[config.mk]
export PLATFORM = sky130hd
export DESIGN_NAME = priority_arbiter_n
export DESIGN_NICKNAME = d
export VERILOG_FILES = /design/src/rtl/priority_arbiter_n.sv
export SDC_FILE = /design/constraint.sdc
export NUM_CORES = 1
export LEC_CHECK = 0
export CAP_MARGIN = 10
export CORE_MARGIN = 3
export CORE_UTILIZATION = 30
export CTS_BUF_LIST = sky130_fd_sc_hd__clkbuf_16
export CTS_CLUSTER_DIAMETER = 120
export DETAILED_ROUTE_END_ITERATION = 12
export PLACE_DENSITY_LB_ADDON = 0.3
export SYNTH_ARGS = -nofsm -noshare
export SYNTH_HDL_FRONTEND = slang
export SYNTH_SLANG_ARGS = --single-unit
[constraint.sdc]
create_clock -name clk -period 1.8 [get_ports clk]
set_clock_uncertainty 0.1 [all_clocks]
set_input_delay 0.27 -clock clk [delete_from_list [all_inputs] [get_ports clk]]
set_output_delay 0.27 -clock clk [all_outputs]
set_load 0.01 [all_outputs]
[src/rtl/priority_arbiter_n.sv]
// N-way request arbiter with latched pending requests, per-line masking and a
// held grant/ack handshake; fixed-priority or descending round-robin selection.
module priority_arbiter_n #(
    parameter int unsigned N       = 8,
    parameter int unsigned W       = $clog2(N),
    parameter int unsigned RR_MODE = 0
) (
    input  logic         clk,
    input  logic         rst,
    input  logic [N-1:0] req,
    input  logic [N-1:0] mask,
    input  logic         grant_ack,
    output logic         grant_valid,
    output logic [W-1:0] grant_idx,
    output logic [N-1:0] pending,
    output logic         any_pending
);

    typedef enum logic {
        IDLE,
        GRANT
    } state_e;

    state_e       state_q;
    logic [N-1:0] pending_q;
    logic [N-1:0] pending_d;
    logic [N-1:0] clr;
    logic [N-1:0] eligible;
    logic [N-1:0] shifted;
    logic [W-1:0] grant_idx_q;
    logic [W-1:0] ptr_q;
    logic [W-1:0] sel_idx;
    logic         grant_valid_q;
    logic         ack_accept;
    logic         sel_found;
    int unsigned  cand;

    assign eligible    = pending_q & ~mask;
    assign ack_accept  = grant_valid_q & grant_ack;
    assign any_pending = |eligible;
    assign grant_valid = grant_valid_q;
    assign grant_idx   = grant_idx_q;
    assign pending     = pending_q;

    always_comb begin
        clr = '0;
        if (ack_accept) begin
            clr[grant_idx_q] = 1'b1;
        end
    end

    // Requests arriving on the ack edge win over the clear of the granted bit.
    assign pending_d = (pending_q & ~clr) | req;

    // Search descends from ptr-1 with wrap; fixed priority is the same walk
    // anchored at 0, which visits N-1 down to 0.
    always_comb begin
        sel_found = 1'b0;
        sel_idx   = '0;
        cand      = 0;
        shifted   = '0;
        for (int unsigned i = 1; i <= N; i++) begin
            cand = (RR_MODE != 0) ? 32'(ptr_q) + N - i : N - i;
            if (cand >= N) begin
                cand = cand - N;
            end
            shifted = eligible >> cand;
            if (!sel_found && shifted[0]) begin
                sel_found = 1'b1;
                sel_idx   = W'(cand);
            end
        end
    end

    always_ff @(posedge clk) begin
        if (rst) begin
            state_q       <= IDLE;
            pending_q     <= '0;
            grant_valid_q <= 1'b0;
            grant_idx_q   <= '0;
            ptr_q         <= '0;
        end else begin
            pending_q <= pending_d;
            case (state_q)
                IDLE: begin
                    if (sel_found) begin
                        grant_idx_q   <= sel_idx;
                        grant_valid_q <= 1'b1;
                        state_q       <= GRANT;
                    end
                end
                GRANT: begin
                    if (grant_ack) begin
                        grant_valid_q <= 1'b0;
                        ptr_q         <= grant_idx_q;
                        state_q       <= IDLE;
                    end
                end
                default: state_q <= IDLE;
            endcase
        end
    end

endmodule

== Word level (Yosys, flattened, before mapping) ==
Cells that the tools add are included.

* Logic and storage cells: 58
* Output and inout bits: 13
* Flip-flop bits (word level): 13
* Input port bits: 19

* Equality and inequality tests: 2
* Multiplexer cells: 25
* Bitwise gates (word level): 7
* Reduce and logical (&&, ||, !) cells: 18
* Magnitude comparators: 2

{| class="wikitable"
|+ Operators by type and width
! cell !! count
|-
| 2-to-1 mux 3 bit || 8
|-
| bitwise AND 8 bit || 2
|-
| inverter 8 bit || 2
|-
| 2-to-1 mux 1 bit || 13
|-
| logical AND 1 bit || 8
|-
| 2-to-1 mux 8 bit || 1
|-
| bitwise OR 8 bit || 1
|-
| OR reduction 8 bit || 1
|-
| logical NOT 1 bit || 7
|-
| less-than comparator 3 x 4 -> 1 bit (second input constant) || 1
|-
| inequality test 2 bit (second input constant) || 2
|-
| case mux 1 bit (2 select lines) || 2
|-
| AND reduction 2 bit || 2
|-
| demux 1 bit (select 3 bit) || 1
|-
| greater-or-equal comparator 3 x 1 -> 1 bit (second input constant) || 1
|-
| bitwise AND 1 bit || 1
|-
| inverter 1 bit || 1
|}

== Logic depth before layout (Yosys ltp) ==
* Depth in word-level cells: 26
* Gate-level depth with buffers: 4
* Gate-level depth less buffers: 4

== Worst setup path after synthesis ==
No wires, ideal clock.

* Path kind: flip-flop to flip-flop
* From: register pending_q[5], in the netlist pending[5]
* To: register state_q
* Path buffers: 0
* Stages on the path, launching flop included: 5
* Library setup time: 0.115 ns
* Path slack: 0.412 ns
* Data required time: 1.585 ns
* Data arrival time: 1.173 ns
* Period minus slack after synthesis: 1.388 ns
* Path through: dfxtp_1 nor2b_4 a2111oi_4 nand2_1 o21a_1

* Word-level cells in the longest chain between the ends: 20

{| class="wikitable"
|+ Ends and longest elaborated chain
! what !! line !! source
|-
| start: declaration || 25 || <nowiki>logic [N-1:0] pending_q;</nowiki>
|-
| start signal: assignment || 83 || <nowiki>pending_q <= pending_d;</nowiki>
|-
| bitwise AND 8 bit * || 38 || <nowiki>assign eligible = pending_q & ~mask;</nowiki>
|-
| logical AND 1 bit * || 68 || <nowiki>if (!sel_found && shifted[0]) begin</nowiki>
|-
| 2-to-1 mux 1 bit * || 68 ||
|-
| logical NOT 1 bit || 68 ||
|-
| logical AND 1 bit || 68 ||
|-
| 2-to-1 mux 1 bit * || 68 ||
|-
| logical NOT 1 bit || 68 ||
|-
| logical AND 1 bit || 68 ||
|-
| [4 not listed] || -- ||
|-
| logical NOT 1 bit || 68 ||
|-
| logical AND 1 bit || 68 ||
|-
| 2-to-1 mux 1 bit * || 68 ||
|-
| logical NOT 1 bit || 68 ||
|-
| logical AND 1 bit || 68 ||
|-
| 2-to-1 mux 1 bit * || 68 ||
|-
| 2-to-1 mux 1 bit * || 86 || <nowiki>if (sel_found) begin</nowiki>
|-
| case mux 1 bit (2 select lines) * || 84 || <nowiki>case (state_q)</nowiki>
|-
| end signal: assignment || 77 || <nowiki>state_q <= IDLE;</nowiki>
|-
| end signal: assignment || 89 || <nowiki>state_q <= GRANT;</nowiki>
|-
| end signal: assignment || 96 || <nowiki>state_q <= IDLE;</nowiki>
|-
| end: declaration || 24 || <nowiki>state_e state_q;</nowiki>
|}

Every way passes the cells marked *; elsewhere a longest branch is shown, timed or not.
A chain may end at the register's enable or synchronous reset.

== Worst setup path in the final report ==
* From: input port mask[0]
* To: output port any_pending

* Word-level cells in the longest chain between the ends: 3

{| class="wikitable"
|+ Ends and longest elaborated chain
! what !! line !! source
|-
| start: declaration || 11 || <nowiki>input logic [N-1:0] mask,</nowiki>
|-
| inverter 8 bit || 38 ||
|-
| bitwise AND 8 bit || 38 ||
|-
| OR reduction 8 bit || 40 || <nowiki>assign any_pending = |eligible;</nowiki>
|-
| end: declaration || 16 || <nowiki>output logic any_pending</nowiki>
|}

No other way between the ends.

==> metrics <==
critical path data required time=between 1000 and 1500 ps; Crit. Startpoint=mask[0]; Max Root-Sink Buffers=2; Vias per Instance=4.68; Yosys top cell by area=dfxtp_1; GRT overflow=0; cells after synthesis=75; grt met2 use=27.0%; Max Cap Violations=0; GPL Wtd Cong=~0.74; Slew headroom=74.1%; Die Ht=53.9 microns; worst-margin pin slew=roughly 390 ps; synthesized cell area=689 sq um; IO Pins=32; Pwr per Cell Area=between 800 and 900 mW/mm^2; Mean Syn Cell Area=around 9.2 sq um; DRC Markers=0; Final Non-Filler Cells=149; outcome=complete, no violations; CP Launch Type=input port; row cnt=16; CTS buffer count=3; Area growth, synth to finish=75.0%; Synth Area in XOR/XNOR=0%; top-area cell type share of the netlist area=37.7%; Total Power=1.01 mW; Synth Area in Adders=0%; Synth warnings=0; M3 GR Usage=5.26%; GRT Overall Usage=roughly 17%; leading post-synthesis cells by cell area=dfxtp_1, a21oi_1, nor2b_4; Post-Synth Simple-Gate Area=27.0%; endpoint class of the critical path=output pin; Post-CTS Hold Buffers=0; Root Driver=clkbuf_16; f_max=566 MHz; Final Cycle Share=approximately 100%; M1 GR Usage=between 20% and 30%; Worst Setup EP=any_pending; Placeable Area=0.00206 sq mm; Antenna diodes=0; setup bufs post-CTS=0; Sum Neg Setup Slack=0 ps; register bit count reported by yosys=13; DRT Pass-1 Iters=2; die area=0.00291 sq mm; DRT iter0 DRCs=5; final setup fails=0; crit path max fanout=2; r2r endpoint=grant_idx[0]; largest net degree at the start of global routing=12; number of I/O port buffers=31; crit path kind=input port to output pin; Clock transition at path regs=about 50 ps; first-pass GRT wire length=3450 microns; maximum VDD drop=0.489 mV; CTS tree=built; drt wl/cell=13.7 microns; R2R Path Start=pending[5]; largest family of logic cells by synthesized area=compound AO/OA/AOI/OAI gates; placed cells=about 150; H-tree depth=1; compound-cell area share of the yosys netlist=30.9%; sequential element share of the synthesized area=37.7%; Max Slew Vio Count=0; Die X-Extent=53.9 microns; post-route ant nets=0; share of cells above drive strength 1=22.1%; clk_lat worst skew=240 ps; syn_nets=94; Fin. Hold Viols=0; WP data arrival=1400 ps; gr busiest metal=met2; reg2reg setup slack=330 ps; detailed-placement wirelength estimate=1600 microns; initial core utilization=33.4%; RSZ-0062 raised after global routing=false; Leak Pwr=slightly above 0.5 nW; Detailed Route WL=2040 microns; Vias=697; worst-case reg-to-reg path depth=5; Min Clock Period, post-route=1770 ps; post-synthesis mux area share=0%; Sinks on Clock Net=13; Nets=roughly 140; vias in the first global route=735; HP Class=register to register; initial antenna violation count=0; Distinct cells, synth=30
-- layout make-up --
class                   instances  area [sq um]
clock buffers                   3          75.1
inverters                       7          26.3
fillers                       183           856
well taps                      27          33.8
repair buffers                 44           405
clock inverters                 1          3.75
multi-input cells              54           402
flip-flops and latches         13           260
-- stage by stage --
step                setup slack, ps  area, sq um  util (%)  hold slack, ps
floorplan                       412          689         -             287
global placement               -389         1130      54.7             376
detailed placement             -401         1130      54.7             392
CTS                           0.889         1200      58.3             402
global route                  0.599         1210      58.5             424
finish                         32.8         1210      58.5             397
-- timing repair --
action	CTS	global route
resized for setup	7	2
endpoints found under the hold margin	0	0
pin swaps	2	0
endpoints found under the setup margin	1	1
cloned	0	0
-- per-layer routing --
layer | wire length (microns) | share of wire (%)
met1 | 926 | 45
met2 | 954 | 47
met3 | 126 | 6.2
met4 | 36 | 1.8
met5 | 0 | 0
-- cell usage in the layout (no fill, tap or decap), types with 2 or more instances in the layout --
master,instances
clkdlybuf4s50_1,26
dfxtp_1,13
buf_4,13
a21oi_1,10
inv_1,8
o21ai_0,7
nand2b_1,5
nor2b_4,3
nor2_1,3
clkbuf_16,3
nor2b_2,2
nor2b_1,2
nand2_1,2
or3_1,2
dlygate4sd2_1,2
dlymetal6s2s_1,2
-- Yosys cell counts --
library cell / instances
dfxtp_1: 13
a21oi_1: 10
clkbuf_1: 1
a21oi_2: 1
o211ai_1: 1
or3_1: 2
nor2b_2: 1
nand3_1: 1
or2b_1: 1
o21ai_0: 7
nand2b_1: 5
o21a_1: 1
nor2b_1: 3
and3_1: 1
o21bai_1: 1
nand2_1: 2
o32ai_2: 1
o21ai_1: 1
a211oi_2: 1
a311o_1: 1
a21o_1: 1
nor3b_1: 1
nor2_1: 3
o21ba_1: 1
nor4_4: 1
nand3b_1: 1
inv_1: 7
a2111oi_4: 1
nor2b_4: 3
a21boi_0: 1
-- kinds of logic after synthesis --
group,count (synthesis)
AO/OA/AOI/OAI,29
buffers and inverters,8
AND/OR/NAND/NOR,25
flip-flops,13
-- registers in the layout, indices dropped and copies added (netlist names) --
| register | count |
|---|---|
| grant_idx | 3 |
| state_q | 1 |
| grant_valid | 1 |
| pending | 8 |
-- critical path: stages --
cell and delay, ps:
clkdlybuf4s50_1 450, inv_1 60, a2111oi_4 310, nand2_1 140
buf_2 160
-- power by group --
| group | total, mW | switching (mW) | internal [mW] |
|---|---|---|---|
| Combinational | 0.250 | 0.0988 | 0.151 |
| Clock | 0.422 | 0.128 | 0.294 |
| Sequential | 0.342 | 0.0260 | 0.316 |
-- worst min-delay path by stage --
| stage | startpoint | endpoint | slack (ps) | depth (start not counted) |
|---|---|---|---|---|
| finish | pending[1] | pending[1] | 400 | 2 |
| global route | pending[1] | pending[1] | 420 | 2 |
| CTS | pending[2] | pending[2] | 400 | 2 |
| detailed placement | pending[2] | pending[2] | 390 | 2 |
| global placement | pending[2] | pending[2] | 380 | 2 |
| floorplan | rst | grant_idx[0] | 290 | 1 |
(Power assumes the default switching activity.)
